`src/rtl/pipe_pkg.sv`:
```
// Shared types and constants for the RV32I pipeline hazard controller.
// Holds the controller FSM encoding, register/NOP constants and the load-use test.
package pipe_pkg;

  typedef enum logic {
    RUN      = 1'b0,
    MEM_WAIT = 1'b1
  } state_e;

  localparam logic [4:0]  REG_X0    = 5'd0;
  localparam logic [31:0] NOP_INSTR = 32'h0000_0013;  // addi x0, x0, 0

  typedef struct packed {
    logic ctrl_stall;
    logic pc_hold;
    logic if_id_hold;
    logic if_id_flush;
    logic id_ex_flush;
    logic pipe_freeze;
  } ctrl_t;

  localparam ctrl_t CTRL_NONE = '0;

  // A load in EX whose destination feeds either source of the instruction in ID.
  function automatic logic is_load_use(
    input logic       ex_mem_read,
    input logic [4:0] ex_rd,
    input logic [4:0] id_rs1,
    input logic [4:0] id_rs2
  );
    return ex_mem_read && (ex_rd != REG_X0) &&
           ((ex_rd == id_rs1) || (ex_rd == id_rs2));
  endfunction

endpackage

```
`src/rtl/sat_counter.sv`:
```
// Up-counter that increments on inc and sticks at all-ones instead of wrapping.
module sat_counter #(
  parameter int W = 32
) (
  input  logic         clk,
  input  logic         rst,
  input  logic         inc,
  output logic [W-1:0] cnt
);

  logic [W-1:0] r_cnt;
  logic         w_sat;

  assign w_sat = &r_cnt;

  // NOTE: sequential state is always updated with <= so every register samples
  // pre-edge values, independent of the order in which always_ff blocks run.
  always_ff @(posedge clk or posedge rst) begin
    if (rst) begin
      r_cnt <= '0;
    end else if (inc && !w_sat) begin
      r_cnt <= r_cnt + 1'b1;
    end
  end

  assign cnt = r_cnt;

endmodule

```
`src/rtl/pipe_hazard_ctrl.sv`:
```
// Central stall/hold/flush controller for the 5-stage RV32I pipeline, with a
// dmem wait-state watchdog and saturating performance counters.
module pipe_hazard_ctrl
  import pipe_pkg::*;
#(
  parameter int MEM_TIMEOUT = 255,
  parameter int TO_W        = 8,
  parameter int CNT_W       = 32
) (
  input  logic             clk,
  input  logic             rst,
  input  logic [4:0]       id_rs1,
  input  logic [4:0]       id_rs2,
  input  logic [4:0]       ex_rd,
  input  logic             ex_mem_read,
  input  logic             ex_br_taken,
  input  logic             dmem_req,
  input  logic             dmem_ready,
  input  logic             imem_ready,
  output logic             ctrl_stall,
  output logic             pc_hold,
  output logic             if_id_hold,
  output logic             if_id_flush,
  output logic             id_ex_flush,
  output logic             pipe_freeze,
  output logic             mem_err,
  output logic [CNT_W-1:0] stall_cycles,
  output logic [CNT_W-1:0] flush_count,
  output logic [CNT_W-1:0] lu_count
);

  localparam logic [TO_W-1:0] TIMEOUT_VAL = TO_W'(MEM_TIMEOUT);

  state_e          r_state;
  state_e          w_next_state;
  logic [TO_W-1:0] r_wait_cnt;
  logic            r_mem_err;

  logic  w_freeze;
  logic  w_lu;
  logic  w_rule_br;
  logic  w_rule_lu;
  ctrl_t w_ctrl;

  assign w_freeze = dmem_req && !dmem_ready;
  assign w_lu     = is_load_use(ex_mem_read, ex_rd, id_rs1, id_rs2);

  // ---------------------------------------------------------------------------
  // Wait-state FSM: MEM_WAIT only tracks how long the current access has stalled;
  // the freeze itself is decided purely from the live handshake.
  // ---------------------------------------------------------------------------
  always_ff @(posedge clk or posedge rst) begin
    if (rst) begin
      r_state <= RUN;
    end else begin
      r_state <= w_next_state;
    end
  end

  // NOTE: every signal assigned in an always_comb gets a default on entry, so no
  // path through the block can leave it unassigned and infer a latch.
  always_comb begin
    w_next_state = r_state;
    unique case (r_state)
      RUN:      if (w_freeze) w_next_state = MEM_WAIT;
      MEM_WAIT: if (!dmem_req || dmem_ready) w_next_state = RUN;
      default:  w_next_state = RUN;
    endcase
  end

  // ---------------------------------------------------------------------------
  // Hazard priority: freeze > taken branch > load-use > fetch wait.
  // ---------------------------------------------------------------------------
  always_comb begin
    w_ctrl    = CTRL_NONE;
    w_rule_br = 1'b0;
    w_rule_lu = 1'b0;
    if (!rst) begin
      if (w_freeze) begin
        // Any branch or load-use stays parked in its stage until release.
        w_ctrl.pipe_freeze = 1'b1;
        w_ctrl.pc_hold     = 1'b1;
        w_ctrl.if_id_hold  = 1'b1;
      end else if (ex_br_taken) begin
        w_rule_br          = 1'b1;
        w_ctrl.if_id_flush = 1'b1;
        w_ctrl.id_ex_flush = 1'b1;
      end else if (w_lu) begin
        w_rule_lu          = 1'b1;
        w_ctrl.ctrl_stall  = 1'b1;
        w_ctrl.pc_hold     = 1'b1;
        w_ctrl.if_id_hold  = 1'b1;
      end else if (!imem_ready) begin
        w_ctrl.pc_hold     = 1'b1;
        w_ctrl.if_id_flush = 1'b1;
      end
    end
  end

  assign ctrl_stall  = w_ctrl.ctrl_stall;
  assign pc_hold     = w_ctrl.pc_hold;
  assign if_id_hold  = w_ctrl.if_id_hold;
  assign if_id_flush = w_ctrl.if_id_flush;
  assign id_ex_flush = w_ctrl.id_ex_flush;
  assign pipe_freeze = w_ctrl.pipe_freeze;

  // ---------------------------------------------------------------------------
  // Watchdog: counts unanswered MEM_WAIT cycles; the error flag is sticky and
  // deliberately does not break the freeze.
  // ---------------------------------------------------------------------------
  always_ff @(posedge clk or posedge rst) begin
    if (rst) begin
      r_wait_cnt <= '0;
    end else if (w_next_state == RUN) begin
      r_wait_cnt <= '0;
    end else if ((r_state == MEM_WAIT) && !dmem_ready && (r_wait_cnt != TIMEOUT_VAL)) begin
      r_wait_cnt <= r_wait_cnt + 1'b1;
    end
  end

  always_ff @(posedge clk or posedge rst) begin
    if (rst) begin
      r_mem_err <= 1'b0;
    end else if (r_wait_cnt == TIMEOUT_VAL) begin
      r_mem_err <= 1'b1;
    end
  end

  assign mem_err = r_mem_err;

  // ---------------------------------------------------------------------------
  // Performance counters
  // ---------------------------------------------------------------------------
  sat_counter #(.W(CNT_W)) u_stall_cnt (
    .clk (clk),
    .rst (rst),
    .inc (w_ctrl.pc_hold),
    .cnt (stall_cycles)
  );

  sat_counter #(.W(CNT_W)) u_flush_cnt (
    .clk (clk),
    .rst (rst),
    .inc (w_rule_br),
    .cnt (flush_count)
  );

  sat_counter #(.W(CNT_W)) u_lu_cnt (
    .clk (clk),
    .rst (rst),
    .inc (w_rule_lu),
    .cnt (lu_count)
  );

endmodule

```
`config.mk`:
```
export PLATFORM = sky130hd
export DESIGN_NAME = pipe_hazard_ctrl
export DESIGN_NICKNAME = d
export VERILOG_FILES = /design/src/rtl/pipe_pkg.sv /design/src/rtl/sat_counter.sv /design/src/rtl/pipe_hazard_ctrl.sv
export SDC_FILE = /design/constraint.sdc
export NUM_CORES = 1
export LEC_CHECK = 0
export CORE_MARGIN = 10
export CORE_UTILIZATION = 40
export CTS_CLUSTER_SIZE = 28
export DETAILED_ROUTE_END_ITERATION = 8
export PLACE_DENSITY = 0.78
export SYNTH_ARGS = -nofsm -noshare
export SYNTH_HDL_FRONTEND = slang
export SYNTH_HIERARCHICAL = 1
export SYNTH_SLANG_ARGS = --single-unit
```
`constraint.sdc`:
```
create_clock -name clk -period 2.1 [get_ports clk]
set_input_delay 0.42 -clock clk [delete_from_list [all_inputs] [get_ports clk]]
set_output_delay 0.42 -clock clk [all_outputs]
set_load 0.02 [all_outputs]
```
==> results.txt, run 1 <==
The run finished, with violations left. The checks that failed: negative setup slack. The routability congestion estimate is 0.905, and the minimum setup slack in the final design is -0.174 ns. During placement, the flow inserted port buffers numbering 124.

Entering global routing, the biggest net connects 33 pins. The tools report the endpoint required time on the critical path as 2.38 ns. Sorting the synthesized cells by area gives the leading types as sky130_fd_sc_hd__dfrtp_1 (47%), sky130_fd_sc_hd__xnor2_1 (8.8%), sky130_fd_sc_hd__xor2_1 (7.8%), sky130_fd_sc_hd__nor3_2 (4.8%), sky130_fd_sc_hd__nand2_1 (4.3%).

STA classifies the critical path startpoint as an input port. The worst setup path is captured at a flop. The insertion delay of the later-clocked pin in the worst-skew pair was 0.35 ns.

The die is 139 µm wide. The H-tree generated during clock tree synthesis spans 3 levels. Number of warnings reported in the yosys synthesis log: 6.

The floorplan has 43 rows. The filler cells instantiated in the layout total 1080. The number of clock buffers inserted by TritonCTS was 9; the worst-margin pin slew was 0.520 ns. Clock skew on the completed layout was measured at 0.00631 ns.

Via count of the first global-routing pass: 5141. The tightest slew margin relative to the limit is 65.1%. The critical path data arrival time was 2.55 ns.

Routed wire length: 17.1 mm. For this configuration, the core starts out at a cell density of 40.7%. In the global route stage, overall resource usage came out at 16.9%.

The clock passes through at most 2 buffers. The number of design-rule violations left by the first detailed-router iteration is 294, and the number of antenna violations at the first check in global routing is 1. The number of sinks driven by the clock tree is 106. The placeable core region is 13900 µm², and the final number of setup-violating endpoints is 41. The area growth from synthesis to layout is 50.4%.

The end-of-flow core utilization is 61.2%. The first-pass GRT wire length was 27.4 mm; the number of library cell types mapped by synthesis was 36. Synthesis inferred 106 register bits. TritonCTS built the clock tree. Of all nets on the critical path, the largest fanout is 4.

For this design the ratio of total power to cell area is 591 nW/µm². The antenna diode count came out at 0. The time the worst path needs with I/O delays and setup is 2.27 ns.

The net count of the finished layout is 764, and the summed instance area of the synthesized netlist is 5650 µm². The average wire length per cell after detail routing was 18.6 µm. The max-slew violation count came out at 0. The setup path with the least slack is of type input port to flop. For the post-synthesis net count, the log shows 566. The number of max-cap violations was 0. Once detailed placement completed, the half-perimeter wirelength came to 12.4 mm. The clock transition time at the flip-flop clock pins of the worst setup and hold paths was 0.07 ns; the total cell area at the placement stage was 7660 µm².

The tree is rooted in a sky130_fd_sc_hd__clkbuf_16. sky130_fd_sc_hd__dfrtp_1 takes more of the synthesized area than any other cell. After detailed routing, the number of vias per cell comes to 5.44.

The run gives 0 as the post-detailed-route DRC marker count. 125 I/O pins were placed. The height of the die is 139 µm, and the static leakage is 3.72 nW. Each instance of the synthesized netlist takes up on average 10.5 µm².

Derived from the worst setup path, the maximum achievable clock frequency is 0.440 GHz. Number of vias in the routed layout: 5012. The final hold violation count was 0. The residual antenna-violating net count after detailed routing is 0.

The first detailed-routing pass took 5 iterations. Synthesis handed over a netlist of 540 instances. For this run the aggregate overflow at the end of global routing stands at 0. Cells with a size suffix above 1 make up 30.1% of the layout. With fillers left out, the area of the finished cells amounts to 8500 µm².

The class of the tightest hold or removal check was flop to flop. The floorplan step defined a die boundary enclosing 19300 µm². The logs give 0.433 mV for the worst IR drop on VDD and -3.59 ns for the accumulated negative setup slack.

The fraction of the yosys area taken by sequential cells is 46.9%, and the post-route fraction of the period consumed by the critical path is 108%. The share of Yosys cell area claimed by the top area cell type is 46.9%. Setup repair after global routing could not meet its margin everywhere.
## Yosys cell counts (all sizes together)
master and instances:
clkbuf 4, mux2i 1, o211ai 3, o31ai 4
o22ai 1, nor3 51, nand2 64, a21oi 6
xor2 50, or3 4, o21ai 1, o311ai 3
o31a 4, and4 12, or4 4, buf 9
nand2b 1, nor2 24, a31o 1, a41o 3
o2111ai 1, o2111a 2, ha 4, nand4 37
xnor2 57, dfrtp 106, nor4 9, inv 16
nand3 43, and3 15
## power by group
part           leakage [nW]  internal (W)  total [W]  switching [W]
sequential             1.43       0.00215    0.00226       0.000111
clock                 0.158       0.00107    0.00181       0.000744
combinational          2.14      0.000455   0.000954       0.000499
total                  3.72       0.00367    0.00502        0.00135
## what timing repair did
action | 4_1_cts | 5_1_grt
setup buffers | 9 | 11
hold buffers | 0 | 0
pin swaps | 47 | 48
resized for setup | 133 | 48
hold endpoints to repair | 0 | 0
endpoints found under the setup margin | 81 | 86
## final timing paths
path	from	to	slack (ns)	depth (start not counted)
max	ex_rd[2]	u_stall_cnt/cnt[25]	-0.17	13
min	u_lu_cnt/cnt[13]	u_lu_cnt/cnt[13]	0.50	1
max reg2reg	u_stall_cnt/cnt[8]	u_stall_cnt/cnt[31]	-0.09	6
min reg2reg	u_lu_cnt/cnt[13]	u_lu_cnt/cnt[13]	0.50	1
max in group asynchronous	rst	u_stall_cnt/cnt[15]	0.93	4
min in group asynchronous	rst	mem_err	0.63	3
## critical path: stages
cell	delay, ns
sky130_fd_sc_hd__buf_8	0.10
sky130_fd_sc_hd__buf_6	0.11
sky130_fd_sc_hd__xnor2_2	0.12
sky130_fd_sc_hd__nand2_1	0.08
sky130_fd_sc_hd__o22ai_2	0.20
sky130_fd_sc_hd__o2111ai_4	0.19
sky130_fd_sc_hd__buf_6	0.17
sky130_fd_sc_hd__a21oi_4	0.19
sky130_fd_sc_hd__and3_4	0.22
sky130_fd_sc_hd__and3_4	0.25
sky130_fd_sc_hd__nand3_4	0.16
sky130_fd_sc_hd__nor3_4	0.18
sky130_fd_sc_hd__xor2_1	0.15
## area by class of cell
| type | count | area, µm² | area share (%) |
|---|---|---|---|
| timing repair buffer | 200 | 1840 | 21.7 |
| clock inverter | 5 | 78.8 | 0.928 |
| clock buffer | 10 | 239 | 2.81 |
| sequential | 106 | 2660 | 31.2 |
| multi-input combinational | 405 | 3400 | 40.0 |
| inverter | 16 | 60.1 | 0.707 |
| tap | 180 | 225 | 2.65 |
## through the flow
stage	setup WS (ns)	cells	power, W	hold slack [ns]
2_1_floorplan	-0.253	540	0.00271	0.268
3_3_place_gp	-0.988	889	0.00317	0.478
3_5_place_dp	-1.03	889	0.00320	0.489
4_1_cts	-0.195	913	0.00503	0.501
5_1_grt	-0.352	922	0.00525	0.519
6_report	-0.174	922	0.00502	0.499
## routing by layer
metal | GRT usage [%] | part of all wire (%) | up-vias
met4 | 6.75 | 2.3 | 2
li1 | - | - | 2320
met3 | 4.04 | 5.2 | 28
met5 | 0 | 0.076 | -
met2 | 28.3 | 51 | 152
met1 | 20.3 | 42 | 2510
## cells by family (layout without fill, tap and decap cells)
logic type | count (synthesis) | in the layout | synth area share [%]
AOI/OAI and AO/OA | 29 | 29 | 5.29
xor gates and xnor gates | 107 | 107 | 16.6
adders and majority gates | 4 | 4 | 0.886
buffers and inverters | 29 | 231 | 2.72
DFF | 106 | 106 | 46.9
muxes | 1 | 1 | 0.177
and+or+nand+nor | 264 | 264 | 27.4
## flip-flops by register name, indices dropped and copies added (netlist names)
| register | count |
|---|---|
| mem_err | 1 |
| u_flush_cnt/cnt | 32 |
| r_wait_cnt | 8 |
| u_stall_cnt/cnt | 32 |
| u_lu_cnt/cnt | 32 |
| r_state | 1 |
## layout by cell type (no fill, tap or decap), types with 6 or more instances in the layout
master / netlist / layout
sky130_fd_sc_hd__nor2_1: 24 / 20
sky130_fd_sc_hd__nand3_2: 3 / 8
sky130_fd_sc_hd__clkdlybuf4s50_1: 0 / 102
sky130_fd_sc_hd__nor3_4: 3 / 20
sky130_fd_sc_hd__and3_1: 15 / 9
sky130_fd_sc_hd__xnor2_1: 57 / 50
sky130_fd_sc_hd__clkbuf_16: 0 / 9
sky130_fd_sc_hd__inv_1: 16 / 14
sky130_fd_sc_hd__nor3_2: 27 / 24
sky130_fd_sc_hd__nand4_1: 37 / 37
sky130_fd_sc_hd__buf_2: 0 / 10
sky130_fd_sc_hd__nand3_1: 40 / 29
sky130_fd_sc_hd__and4_1: 12 / 12
sky130_fd_sc_hd__nand3_4: 0 / 6
sky130_fd_sc_hd__buf_6: 6 / 18
sky130_fd_sc_hd__nand2_2: 0 / 10
sky130_fd_sc_hd__xnor2_2: 0 / 7
sky130_fd_sc_hd__nand2_1: 64 / 53
sky130_fd_sc_hd__xor2_1: 50 / 50
sky130_fd_sc_hd__buf_4: 0 / 63
sky130_fd_sc_hd__dfrtp_1: 106 / 104
sky130_fd_sc_hd__nor3_1: 21 / 7
Note: power is estimated with default switching activity, not from simulation.
==> inputs of run 2 (changes only) <==
- SLEW_MARGIN: unset -> 30
==> results of run 2 <==
Same layout as run 1: the final DEF is identical, and so are final timing and power.
